## config.mk

```make
export PLATFORM = sky130hd
export DESIGN_NAME = ps2_scan_tx
export DESIGN_NICKNAME = d
export VERILOG_FILES = /design/src/rtl/ps2_scan_tx.sv
export SDC_FILE = /design/constraint.sdc
export NUM_CORES = 1
export LEC_CHECK = 0
export ABC_CLOCK_PERIOD_IN_PS = 1870
export BUFFER_PORTS_ARGS = -buffer_cell sky130_fd_sc_hd__buf_2
export CAP_MARGIN = 15
export CORE_MARGIN = 8
export CORE_UTILIZATION = 50
export DETAILED_ROUTE_END_ITERATION = 7
export PLACE_DENSITY_LB_ADDON = 0.05
export SYNTH_ARGS = -nofsm -noshare
export SYNTH_HDL_FRONTEND = slang
export SYNTH_SLANG_ARGS = --single-unit
```

## constraint.sdc

```tcl
create_clock -name CLOCK_50 -period 1.87 [get_ports CLOCK_50]
set_input_delay 0.187 -clock CLOCK_50 [delete_from_list [all_inputs] [get_ports CLOCK_50]]
set_output_delay 0.187 -clock CLOCK_50 [all_outputs]
set_load 0.1 [all_outputs]
```

## src/rtl/ps2_scan_tx.sv

```systemverilog
// PS/2 device-side transmitter: frames one scan code (start, 8 data LSB first, odd parity, stop)
// and drives the open-drain clock/data lines. Define PS2_TX_INHIBIT_EN to honour host inhibit.
module ps2_scan_tx #(
  parameter int HALF_PERIOD = 2000,
  parameter int GAP_HALVES  = 2
) (
  input  logic       CLOCK_50,
  input  logic       reset,
  input  logic [7:0] in_data,
  input  logic       in_valid,
  output logic       in_ready,
  input  logic       ps2_clk_in,
  output logic       ps2_clk_oe,
  output logic       ps2_dat_oe,
  output logic       busy,
  output logic       done,
  output logic       abort
);

  localparam int GAP_CYCLES = GAP_HALVES * HALF_PERIOD;
  localparam int CNT_MAX    = (GAP_CYCLES > HALF_PERIOD) ? GAP_CYCLES : HALF_PERIOD;
  localparam int CNT_W      = $clog2(CNT_MAX);
  localparam logic [CNT_W-1:0] HALF_LAST     = CNT_W'(HALF_PERIOD - 1);
  localparam logic [CNT_W-1:0] HALF_PRE_LAST = CNT_W'(HALF_PERIOD - 2);
  localparam logic [CNT_W-1:0] GAP_LAST      = CNT_W'(GAP_CYCLES - 1);
  localparam logic [3:0]       STOP_BIT      = 4'd10;

  typedef enum logic [2:0] {
    S_IDLE, S_WAIT_INH, S_BIT_HIGH, S_BIT_LOW, S_GAP
  } state_e;

  state_e           state_q;
  logic [CNT_W-1:0] cnt_q;
  logic [3:0]       bit_q;
  logic [10:0]      frame_q;
  logic [10:0]      frame_d;
  logic             in_ready_q, busy_q, clk_oe_q, dat_oe_q, done_q, abort_q;

  // Frame bit 0 goes on the wire first; parity is XNOR so data+parity has an odd ones count.
  assign frame_d = {1'b1, ~^in_data, in_data, 1'b0};

`ifdef PS2_TX_INHIBIT_EN
  logic [1:0] sync_q;
  logic       clk_high;

  always_ff @(posedge CLOCK_50) begin
    if (reset) sync_q <= '0;
    else       sync_q <= {sync_q[0], ps2_clk_in};
  end
  assign clk_high = sync_q[1];
`else
  logic unused_ps2_clk;
  assign unused_ps2_clk = ps2_clk_in;
`endif

  // NOTE: all state here uses non-blocking assignments, so a later assignment in the same
  // branch cleanly overrides an earlier default without creating ordering hazards.
  always_ff @(posedge CLOCK_50) begin
    if (reset) begin
      state_q    <= S_IDLE;
      cnt_q      <= '0;
      bit_q      <= '0;
      frame_q    <= '0;
      in_ready_q <= 1'b0;
      busy_q     <= 1'b0;
      clk_oe_q   <= 1'b0;
      dat_oe_q   <= 1'b0;
      done_q     <= 1'b0;
      abort_q    <= 1'b0;
    end else begin
      done_q  <= 1'b0;
      abort_q <= 1'b0;
      case (state_q)
        S_IDLE: begin
          in_ready_q <= 1'b1;
          if (in_valid && in_ready_q) begin
            frame_q    <= frame_d;
            in_ready_q <= 1'b0;
            busy_q     <= 1'b1;
            cnt_q      <= '0;
            bit_q      <= '0;
`ifdef PS2_TX_INHIBIT_EN
            state_q    <= S_WAIT_INH;
`else
            state_q    <= S_BIT_HIGH;
            dat_oe_q   <= 1'b1;
`endif
          end
        end
`ifdef PS2_TX_INHIBIT_EN
        S_WAIT_INH: begin
          if (!clk_high) begin
            cnt_q <= '0;
          end else if (cnt_q == HALF_LAST) begin
            cnt_q    <= '0;
            state_q  <= S_BIT_HIGH;
            dat_oe_q <= ~frame_q[0];
          end else begin
            cnt_q <= cnt_q + CNT_W'(1);
          end
        end
`endif
        S_BIT_HIGH: begin
          if (cnt_q == HALF_LAST) begin
            cnt_q    <= '0;
            state_q  <= S_BIT_LOW;
            clk_oe_q <= 1'b1;
`ifdef PS2_TX_INHIBIT_EN
            // Host holding the clock low before we pull it: back off and resend from the start bit.
            if (!clk_high && bit_q != STOP_BIT) begin
              state_q  <= S_WAIT_INH;
              clk_oe_q <= 1'b0;
              dat_oe_q <= 1'b0;
              bit_q    <= '0;
              abort_q  <= 1'b1;
            end
`endif
          end else begin
            cnt_q <= cnt_q + CNT_W'(1);
          end
        end
        S_BIT_LOW: begin
          if (cnt_q == HALF_PRE_LAST && bit_q == STOP_BIT) done_q <= 1'b1;
          if (cnt_q == HALF_LAST) begin
            cnt_q    <= '0;
            clk_oe_q <= 1'b0;
            if (bit_q == STOP_BIT) begin
              dat_oe_q <= 1'b0;
              if (GAP_CYCLES == 0) begin
                state_q    <= S_IDLE;
                busy_q     <= 1'b0;
                in_ready_q <= 1'b1;
              end else begin
                state_q <= S_GAP;
              end
            end else begin
              bit_q    <= bit_q + 4'd1;
              state_q  <= S_BIT_HIGH;
              dat_oe_q <= ~frame_q[bit_q + 4'd1];
            end
          end else begin
            cnt_q <= cnt_q + CNT_W'(1);
          end
        end
        S_GAP: begin
          if (cnt_q == GAP_LAST) begin
            cnt_q      <= '0;
            state_q    <= S_IDLE;
            busy_q     <= 1'b0;
            in_ready_q <= 1'b1;
          end else begin
            cnt_q <= cnt_q + CNT_W'(1);
          end
        end
        default: state_q <= S_IDLE;
      endcase
    end
  end

  assign in_ready   = in_ready_q;
  assign busy       = busy_q;
  assign ps2_clk_oe = clk_oe_q;
  assign ps2_dat_oe = dat_oe_q;
  assign done       = done_q;
  assign abort      = abort_q;

endmodule
```

**Word-level counts from Yosys, hierarchy flattened**

Index checks and enable logic that the tools add are counted.

- Register bits after elaboration: 34
- Input port bits: 12
- Output and inout bits: 6

- Add/subtract/negate cells: 2
- $lt $le $gt $ge: 1
- Equal/unequal tests: 12
- Mux-type cells: 29
- Bitwise gates (word level): 2
- Reductions and logical operators: 18

Operator list:

| cell | number |
|---|---|
| $mux 12 | 3 |
| $pmux 12 s3 | 1 |
| $eq 12x11->1 const B | 2 |
| $mux 3 | 5 |
| $add 12x1->12 const B | 1 |
| $eq 12x12->1 const B | 1 |
| $mux 4 | 3 |
| $pmux 3 s4 | 1 |
| $mux 1 | 10 |
| $ne 2x2->1 const B | 5 |
| $reduce_and 3->1 | 3 |
| $pmux 1 s2 | 4 |
| $pmux 4 s2 | 1 |
| $reduce_and 4->1 | 2 |
| $reduce_xnor 8->1 | 1 |
| $eq 3x2->1 const B | 2 |
| $reduce_and 2->1 | 3 |
| $reduce_bool 2->1 | 3 |
| $lt 4x5->1 const B | 1 |
| $add 4x1->4 const B | 1 |
| $bmux 1 s4 | 1 |
| $eq 4x4->1 const B | 1 |
| $reduce_or 2->1 | 2 |
| $eq 3x3->1 const B | 1 |
| other kinds (4) | 6 |

**Longest topological paths before layout**

Gate-level depths: netlist of run 1.

- Depth in word-level cells: 7
- Mapped depth: 8
- Mapped depth without buffers: 7

**Worst setup path after synthesis of run 1**

OpenSTA, ideal clock, no wires.

- Kind: flip-flop to flip-flop
- Start: register in_ready_q (netlist: in_ready)
- End: register frame_q[4]
- Data arrival time: 2259 ps
- Data required time: 1742 ps
- Path slack: -516 ps
- Stages on the path, launching flop included: 6
- Cell sequence: dfxtp_1 > nand2_1 > nor4_1 > buf_4 > mux2i_1 > nor2_1

- Word-level cells in the longest chain between the ends: 2

RTL lines:

| what | line | RTL |
|---|---|---|
| start: declaration | 37 | `logic in_ready_q, busy_q, clk_oe_q, dat_oe_q, done_q, abort_q;` |
| start signal: assignment | 64 | `in_ready_q <= 1'b0;` |
| start signal: assignment | 75 | `in_ready_q <= 1'b1;` |
| start signal: assignment | 78 | `in_ready_q <= 1'b0;` |
| $logic_and 1x1->1 | 76 | `if (in_valid && in_ready_q) begin` |
| $reduce_and 2->1 (no source line) | -- |  |
| end signal: assignment | 77 | `frame_q <= frame_d;` |
| end: declaration | 35 | `logic [10:0] frame_q;` |

Every way passes these cells.
A chain may end at the register's enable or synchronous reset.

**Worst setup path in the final report of run 1**

- Start: register cnt_q[4]
- End: register bit_q[1]

- Word-level cells in the longest chain between the ends: 3

RTL lines:

| what | line | RTL |
|---|---|---|
| start: declaration | 33 | `logic [CNT_W-1:0] cnt_q;` |
| start signal: assignment | 119 | `cnt_q <= cnt_q + CNT_W'(1);` |
| start signal: assignment | 142 | `cnt_q <= cnt_q + CNT_W'(1);` |
| start signal: assignment | 152 | `cnt_q <= cnt_q + CNT_W'(1);` |
| $eq 12x11->1 | 124 | `if (cnt_q == HALF_LAST) begin` |
| $ne 2x2->1 (no source line) | -- |  |
| $reduce_and 4->1 (no source line) | -- |  |
| end signal: assignment | 137 | `bit_q <= bit_q + 4'd1;` |
| end: declaration | 34 | `logic [3:0] bit_q;` |

Every way passes these cells.

==> out/summary.md, run 1 <==
The run finished with clean final reports. Once the floorplan was initialized, standard cells occupied 50.73% of the core. The largest incremental delay on the critical path is 0.42 ns, and the worst slew margin relative to its limit is 62.17%. Setup total negative slack on the finished layout was measured at 0 ns. The clock drives 34 sinks. The logs give 0 for the initial antenna violation count and 295 for the total instance count after detailed placement. The tools report the worst reg-to-reg setup slack as 0.02 ns. Data on the critical path arrives at its endpoint at 2.07 ns. The total routing resource utilization after global routing is 15.32%, and the number of nets at the end of the flow is 270.

The repair_antennas step left the layout with diodes totalling 0. The peak supply drop is 366.0 uV, and the post-synthesis async set-or-reset flop share is 0%. The via count of the first global-routing pass was 1,586; the placeable core area was 3578 um2. The analysis attributes to cell leakage a power of 0.8513 nW.

Summing the sequential cell areas from Yosys gives 37.49% of the chip area. In the final layout, the multi-input gates occupy 1140 um2. Walking the worst path, the cells encountered are or3_4, or4_4, buf_6, a22o_1, a21oi_2, nor2_1.

The data required time at the worst endpoint is 2.09 ns, and the number of max-slew violations in the final report is 0. The largest fanout of any net on the critical path was 7; the overall die width was 76.26 um. Among all flip-flop cells after synthesis, the most frequent one is dfxtp_1. The slew of the pin with the lowest slew margin is 0.5632 ns, and the clock-pin slew reported for the worst setup and hold paths after clock tree synthesis is 0.11 ns. For the number of instances in the synthesized netlist, the log shows 217. The first global-routing pass estimated 7376 um of wire. The largest individual stage delay along the critical path comes from the cell or4_4. The pin count of the biggest net entering global routing is 18, and the setup violation total in the final timing report is 0.

The first-pass iteration count of the detailed router was 4; the achievable frequency was 540.1 MHz. The die covers 5815 um2. The tools report the fill cell total of the finished layout as 336. Path category of the worst min-delay check: input pin to flop. Each instance of the synthesized netlist takes up on average 8.366 um2. The number of hold buffers added after CTS was 0.

Measured on the finished design, the core utilization comes to 62.55%. In the routed design, unresolved DRC markers number 0. The number of nets produced by synthesis is 233. Of the cells placed in the final design, the portion with a size suffix greater than 1 is 26.27%.

The count of endpoints failing hold in the final timing report is 0, and the relative area change from synthesis to final layout is 23.29%. The final weighted congestion of routability-driven global placement came out at 0.8553. The vertical die dimension works out to 76.26 um. Once routing completed, OpenROAD measured the worst setup slack at 0.01842 ns.

The detailed router placed 1,731 vias in this run. The critical path is of the flop to flop type. Yosys printed 0 warnings. For the worst-skew pair, the clock arrives at the later sink with an insertion delay of 0.34 ns. The logs give 4445 um for the wire length after detailed routing and 0 for the number of setup buffers added after CTS.

The finished layout holds 303 standard cells, fillers aside. The average wire per standard cell is 14.67 um. Clock skew on the completed layout was measured at 0.009865 ns. Endpoint type of the worst setup path: a flop. Max-cap violations in this run came to 0. Port buffering added 15 buffers. For this design the top-level I/O count stands at 18. Setup repair after global routing could not meet its margin everywhere. Prior to clock tree synthesis, the placed netlist has a worst setup slack of -0.004283 ns.

In this run, the number of DRC markers left after iteration 0 of detailed routing was 204. The tools report the critical path startpoint category as a flop. The power per standard cell area is 695.3 nW/um2, and the number of distinct library cell variants in the gate-level netlist after synthesis is 44. Total standard cell area after synthesis: 1815 um2.

Dividing the final minimum period by the clock period gives 99.01%. The number of clock buffers added by TritonCTS is 5. In this run, synthesis inferred 0 flip-flops with an integrated enable. Dividing the detail-routed via count by the number of cells gives 5.713. The tightest hold path in the finished design has a slack of 0.1108 ns. The routed design could run at a clock period as short as 1.852 ns. For the detailed placer's ending HPWL, the log shows 3368 um. Counting along the longest clock path gives a buffer depth of 2. Row generation in the floorplan step produced 22 rows.

Summed over all layers, the global routing overflow is 0. TritonCTS built the clock tree. The area taken by flip-flops and latches came out at 686.9 um2. The detail route stage leaves a number of antenna-violating nets equal to 0. Buffer type at the clock tree root: clkbuf_4.

The number of H-tree branching levels was 2; the flip-flop and latch count after synthesis was 34.
==> cells by family after synthesis <==
family          Yosys count  synth area share (%)
other cells               1                0.2066
simple gates             94                 26.60
fa+ha+maj                 4                 2.757
mux                      14                 7.719
compound gates           45                 15.64
flops                    34                 37.49
xor+xnor                 13                 6.272
buf+inv                  12                 3.308
==> stage by stage <==
step,power [mW],cell area [um2]
floorplan,0.9799,1866
global placement,1.035,2133
detailed placement,1.043,2133
CTS,1.567,2212
global route,1.624,2238
finish,1.556,2238
==> synthesized netlist by cell type, drive strengths merged, types with 4 or more instances <==
cell	instances	share of area, %
dfxtp	34	37
nor2	32	7.0
nand2	19	3.9
a21oi	15	4.1
mux2i	14	7.7
xnor2	11	5.3
nand3	8	2.2
o21ai	8	2.2
buf	7	2.3
nand2b	7	2.4
nor3	7	1.9
a31oi	5	1.7
a211oi	4	1.7
ha	4	2.8
==> final timing paths <==
check | start | to | cells after the start
setup / recovery | cnt_q[4]$_SDFFE_PP0P_ | bit_q[1]$_SDFFE_PP0P_ | 6
hold reg to reg | ps2_clk_oe$_SDFFE_PP0P_ | ps2_clk_oe$_SDFFE_PP0P_ | 2
setup reg to reg | cnt_q[4]$_SDFFE_PP0P_ | bit_q[1]$_SDFFE_PP0P_ | 6
hold / removal | in_data[4] | frame_q[5]$_SDFFE_PP0P_ | 3
==> what timing repair did <==
item / CTS / global route
gates resized for setup: 1 / 8
endpoints found under the hold margin: 0 / 0
endpoints found under the setup margin: 5 / 11
cloned: 0 / 0
==> layout make-up <==
cell class | count | share of cell area (%)
clock buffer | 5 | 1.677
clock inverter | 3 | 1.789
inverter | 2 | 0.3354
multi-input combinational | 171 | 50.92
sequential | 34 | 30.69
tap | 48 | 2.683
timing repair buffer | 40 | 11.91
==> placed cells by master (no fill, tap or decap), drive strengths merged <==
cell | synthesis | routed
xnor2 | 11 | 11
nand2b | 7 | 7
a211oi | 4 | 4
o21ai | 8 | 8
nor2b | 2 | 2
and3b | 1 | 1
o211ai | 1 | 1
a221o | 1 | 1
nor3 | 7 | 7
nor4 | 3 | 3
mux2i | 14 | 14
a41oi | 1 | 1
conb | 1 | 1
and4 | 1 | 1
inv | 2 | 2
o22ai | 2 | 2
nor2 | 32 | 32
or3 | 2 | 2
or4 | 2 | 2
buf | 7 | 40
xor2 | 2 | 2
a31oi | 5 | 5
nand4 | 2 | 2
and3 | 3 | 3
nand3b | 2 | 2
ha | 4 | 4
clkbuf | 3 | 5
a22oi | 3 | 3
nand4b | 1 | 1
nor4bb | 1 | 1
nand3 | 8 | 8
a22o | 2 | 2
clkinv | 0 | 2
a21oi | 15 | 15
nor3b | 1 | 1
bufinv | 0 | 1
o31a | 1 | 1
nand2 | 19 | 19
dfxtp | 34 | 34
o211a | 2 | 2
==> where the power goes <==
group / internal, mW / switching (mW)
combinational: 0.0942 / 0.163
sequential: 0.750 / 0.0230
clock: 0.277 / 0.249
==> registers in the layout (all words and copies together) (netlist names) <==
name	cells
bit_q	4
busy	1
cnt_q	12
done	1
frame_q	10
in_ready	1
ps2_clk_oe	1
ps2_dat_oe	1
state_q	3
==> worst max-delay path: cells and delay by family, from the launching register on <==
family,cells,cell delay [ns]
buf+inv,1,0.15
simple gates,3,0.85
compound gates,2,0.39
flops,1,0.34
==> routing by layer <==
| layer | GRT usage [%] | part of all wire (%) | routed length, um | vias to the layer above |
|---|---|---|---|---|
| met3 | 4.127 | 5.2 | 233 | 5 |
| met2 | 22.62 | 44 | 1974 | 56 |
| met1 | 20.90 | 49 | 2185 | 822 |
| li1 | - | - | - | 848 |
| met5 | 0 | 0 | 0 | - |
| met4 | 5.000 | 1.2 | 52 | 0 |
Note: power is estimated with default switching activity, not from simulation.
==> inputs of run 2 (changes only) <==
--- a/config.mk
+++ b/config.mk
@@ -10,8 +10,10 @@
 export CAP_MARGIN = 15
 export CORE_MARGIN = 8
 export CORE_UTILIZATION = 50
+export CTS_BUF_LIST = sky130_fd_sc_hd__clkbuf_4 sky130_fd_sc_hd__clkbuf_8 sky130_fd_sc_hd__clkbuf_16
 export DETAILED_ROUTE_END_ITERATION = 7
 export PLACE_DENSITY_LB_ADDON = 0.05
+export SETUP_SLACK_MARGIN = 0.15
 export SYNTH_ARGS = -nofsm -noshare
 export SYNTH_HDL_FRONTEND = slang
 export SYNTH_SLANG_ARGS = --single-unit
==> run 2 against run 1 <==
Net effect:
- hold slack worse by 0.046 ns
- critical path depth unchanged
- sequential share of layout area down 1.2 points
- clock-buffer cell count up 2
- worst setup slack worse by 0.0065 ns
- power down 4.9%
- register-to-register slack about the same
- largest power group unchanged
- highest routed layer unchanged
==> out/summary.md, run 2 (synthesized netlist as in run 1, its figures left out) <==
The flip-flop count of the largest register after layout is 12 (unchanged). The tools report the placeable core area as 3578 um2 (unchanged). The overall die width is 76.26 um (unchanged). Final weighted congestion of routability-driven global placement: 0.8582 (was 0.8553).

For the pre-CTS setup slack, the log shows 0.02094 ns (was -0.004283 ns). Endpoint type of the worst setup path: a flop (unchanged). The clock-pin slew reported for the worst setup and hold paths after clock tree synthesis was 0.11 ns (about the same); the logic depth of the worst register-to-register path was 6 (unchanged). The tools report the fill cell total of the finished layout as 319 (was 336).

The category of the most critical setup path is flop to flop (unchanged). Switching power share of the total: 29.43% (was 27.95%). The tools report the setup TNS as 0 ns (unchanged). Most used cells in the layout excluding fill and tap cells: nor2_1 (31), dfxtp_1 (29), buf_4 (24) (unchanged). The buffer type at the clock tree root was clkbuf_4 (unchanged). The worst reg-to-reg setup slack is 0.01 ns (was 0.02 ns), and the effective utilization at floorplan is 50.73% (unchanged).

For the part of the total power dissipated in combinational logic, the log shows 18.1% (was 16.5%). The path category of the worst min-delay check was input pin to flop (unchanged). The total die area came out at 5815 um2 (unchanged).

The share of the cycle needed by the critical path after routing is 99.36% (was 99.01%). The vertical die dimension works out to 76.26 um (unchanged). The final worst-path setup slack is 0.01188 ns (was 0.01842 ns). The run gives 691.9 um2 (was 686.9 um2) as the area taken by flip-flops and latches. The run gives 449.7 uV (was 366.0 uV) as the peak supply drop. The tools report the number of remaining DRC errors as 0 (unchanged).

The switching power of the nets is 0.4357 mW (was 0.4350 mW), and the wire length after detailed routing is 4420 um (was 4445 um). Global routing usage on met2: 25.11% (was 22.62%). The largest fanout of any net on the critical path came out at 6 (was 7). The clock latency on the worst-skew pair was 0.35 ns (was 0.34 ns). The run gives 5 (unchanged) as the CTS buffer count. The number of buffer cells added on primary ports was 15 (unchanged); the sink count of the clock tree was 34 (unchanged). TritonCTS built the clock tree. The tools report the multi-input combinational cell area as 1246 um2 (was 1140 um2). The peak-usage layer in the global routing report was met2 (unchanged). The overall via count from detail_route was 1,702 (was 1,731); the antenna diode count was 0 (unchanged).

Startpoint of the most critical register-to-register path: cnt_q[1]$_SDFFE_PP0P_ (was cnt_q[4]$_SDFFE_PP0P_). Average wire per standard cell: 14.54 um (was 14.67 um). The flow ran to the end, and the final reports show no timing, DRC or antenna violations. The number of nets at the end of the flow was 271 (was 270). The logs give 93 (was 204) for the starting DRC count in detailed routing and 304 (was 303) for the number of non-filler instances in the completed layout. The internal power came out at 1.045 mW (was 1.121 mW). The detailed placer's ending HPWL is 3172 um (was 3368 um), and the number of standard-cell rows in the floorplan is 22 (unchanged). Number of vias per cell after detailed routing: 5.599 (was 5.713). Worst-path cell with the longest stage delay: or4_4 (unchanged).

The endpoint of the worst-slack reg-to-reg timing path was ps2_clk_oe$_SDFFE_PP0P_ (was bit_q[1]$_SDFFE_PP0P_). The total instance count after detailed placement is 289 (was 295), and the setup violation total in the final timing report is 0 (unchanged). The largest incremental delay on the critical path is 0.61 ns (was 0.42 ns), and the leakage power of the design is 0.8646 nW (was 0.8513 nW). The number of H-tree branching levels came out at 2 (unchanged). The achievable frequency is 538.2 MHz (was 540.1 MHz). The critical path startpoint category is a flop (unchanged). The time the final worst path needs with I/O delays and setup came out at 1.858 ns (was 1.852 ns).

For the via count of the first global-routing pass, the log shows 1,640 (was 1,586). The tools report the clock network fraction of design power as 29.9% (was 33.8%). The tools report the number of max-slew violations in the final report as 0 (unchanged).

Register name with the most flops: cnt_q (unchanged). The met3 track utilization from global routing was 3.892% (was 4.127%). The tools report the destination of the worst hold path as cnt_q[4]$_SDFFE_PP0P_ (was frame_q[5]$_SDFFE_PP0P_). The count of endpoints failing hold in the final timing report is 0 (unchanged). The initial antenna violation count is 0 (unchanged), and the wire length of the first global-routing pass is 7389 um (was 7376 um). The most common cell after layout, fill and taps aside is nor2_1 (unchanged). For the number of top-level design ports, the log shows 18 (unchanged). The final standard cell utilization of the core is 65.59% (was 62.55%), and the power per standard cell area is 630.8 nW/um2 (was 695.3 nW/um2). For the global routing met1 resource utilization, the log shows 18.37% (was 20.90%). Cell breakdown of the critical path: ha_4, nand3_4, or4_4, buf_4, or3_1, a21oi_1 (was or3_4, or4_4, buf_6, a22o_1, a21oi_2, nor2_1). The tools report the data required time at the worst endpoint as 2.15 ns (was 2.09 ns). The tools report the origin of the worst min-delay path as reset (was in_data[4]).

The run gives 0.01110 ns (was 0.009865 ns) as the final worst clock skew. The total routing resource utilization after global routing was 15.04% (was 15.32%). The part of the power in registers was 52.1% (was 49.7%). The number of maximum-capacitance violations is 0 (unchanged), and the fraction of final layout cells with drive strength greater than 1 is 32.03% (was 26.27%). The tools report the number of buffers on the longest clock path as 2 (unchanged). For the pin count of the biggest net entering global routing, the log shows 28 (was 18). The run gives 4 (unchanged) as the first-pass iteration count of the detailed router. The aggregate global routing overflow came out at 0 (unchanged). Critical path data arrival time: 2.14 ns (was 2.07 ns). The run gives 0 (unchanged) as the number of nets with antenna violations after detailed routing. Registers with the most flip-flops: cnt_q (12), frame_q (10), bit_q (4) (unchanged).

Setup repair after global routing could not meet its margin everywhere. The hold path depth works out to 2 (was 3). The relative area change from synthesis to final layout is 29.29% (was 23.29%).
## run 2: cell types whose count changed in the layout (fill, tap and decap cells not counted), moves of 2 or more
| cell | change |
|---|---|
| dfxtp_2 | -2 |
| dfxtp_4 | +2 |
| o21ai_1 | -2 |
| o21ai_2 | +2 |
## run 2: power groups by stage
stage,logic (mW),clock network (mW),registers (mW)
2_1_floorplan,0.154,0,0.825
4_1_cts,0.258,0.457,0.772
3_5_place_dp,0.254,0,0.789
5_1_grt,0.292,0.475,0.775
6_report,0.268,0.442,0.771
3_3_place_gp,0.249,0,0.787
## run 2: metrics by stage
step / hold WS (ns) / cell area, um2 / power, mW
2_1_floorplan: 0.3341 / 1887 / 0.9793
4_1_cts: 0.04514 / 2238 / 1.486
6_report: 0.06516 / 2347 / 1.481
3_5_place_dp: 0.4206 / 2106 / 1.043
3_3_place_gp: 0.4176 / 2106 / 1.036
5_1_grt: 0.07552 / 2347 / 1.542
## run 2: timing repair
action,4_1_cts,5_1_grt
resized for setup,5,19
hold buffers,0,0
endpoints found under the setup margin,13,18
setup buffers,5,2
pin swaps,8,9
endpoints found under the hold margin,0,0
gates cloned,0,0
## run 2: how the worst max path moves through the flow
stage,startpoint,slack [ns],to
final,cnt_q[1]$_SDFFE_PP0P_,0.01,ps2_clk_oe$_SDFFE_PP0P_
after CTS,cnt_q[0]$_SDFFE_PP0P_,0.05,bit_q[3]$_SDFFE_PP0P_
after detailed placement,cnt_q[1]$_SDFFE_PP0P_,0.02,cnt_q[1]$_SDFFE_PP0P_
after global placement,cnt_q[1]$_SDFFE_PP0P_,0.07,cnt_q[1]$_SDFFE_PP0P_
after floorplan,cnt_q[1]$_SDFFE_PP0P_,0.06,cnt_q[1]$_SDFFE_PP0P_
after global routing,cnt_q[11]$_SDFFE_PP0P_,-0.03,ps2_clk_oe$_SDFFE_PP0P_
## run 2: worst max-delay path, delay by kind of cell, from the launching register on
| kind | cells | cell delay (ns) |
|---|---|---|
| flops | 1 | 0.37 |
| compound gates | 1 | 0.11 |
| fa+ha+maj | 1 | 0.15 |
| buf+inv | 1 | 0.17 |
| simple gates | 3 | 0.98 |
## run 2: layer usage
layer	up-vias	wire (um)
met3	5	167
li1	851	-
met4	0	57
met5	-	0
met1	812	2093
met2	34	2102
## run 2: area by class of cell
type | instances | area share [%]
Clock buffer | 7 | 2.505
Clock inverter | 1 | 0.2132
Inverter | 2 | 0.3198
Multi-Input combinational cell | 171 | 53.09
Sequential cell | 34 | 29.48
Tap cell | 48 | 2.559
Timing Repair Buffer | 41 | 11.83
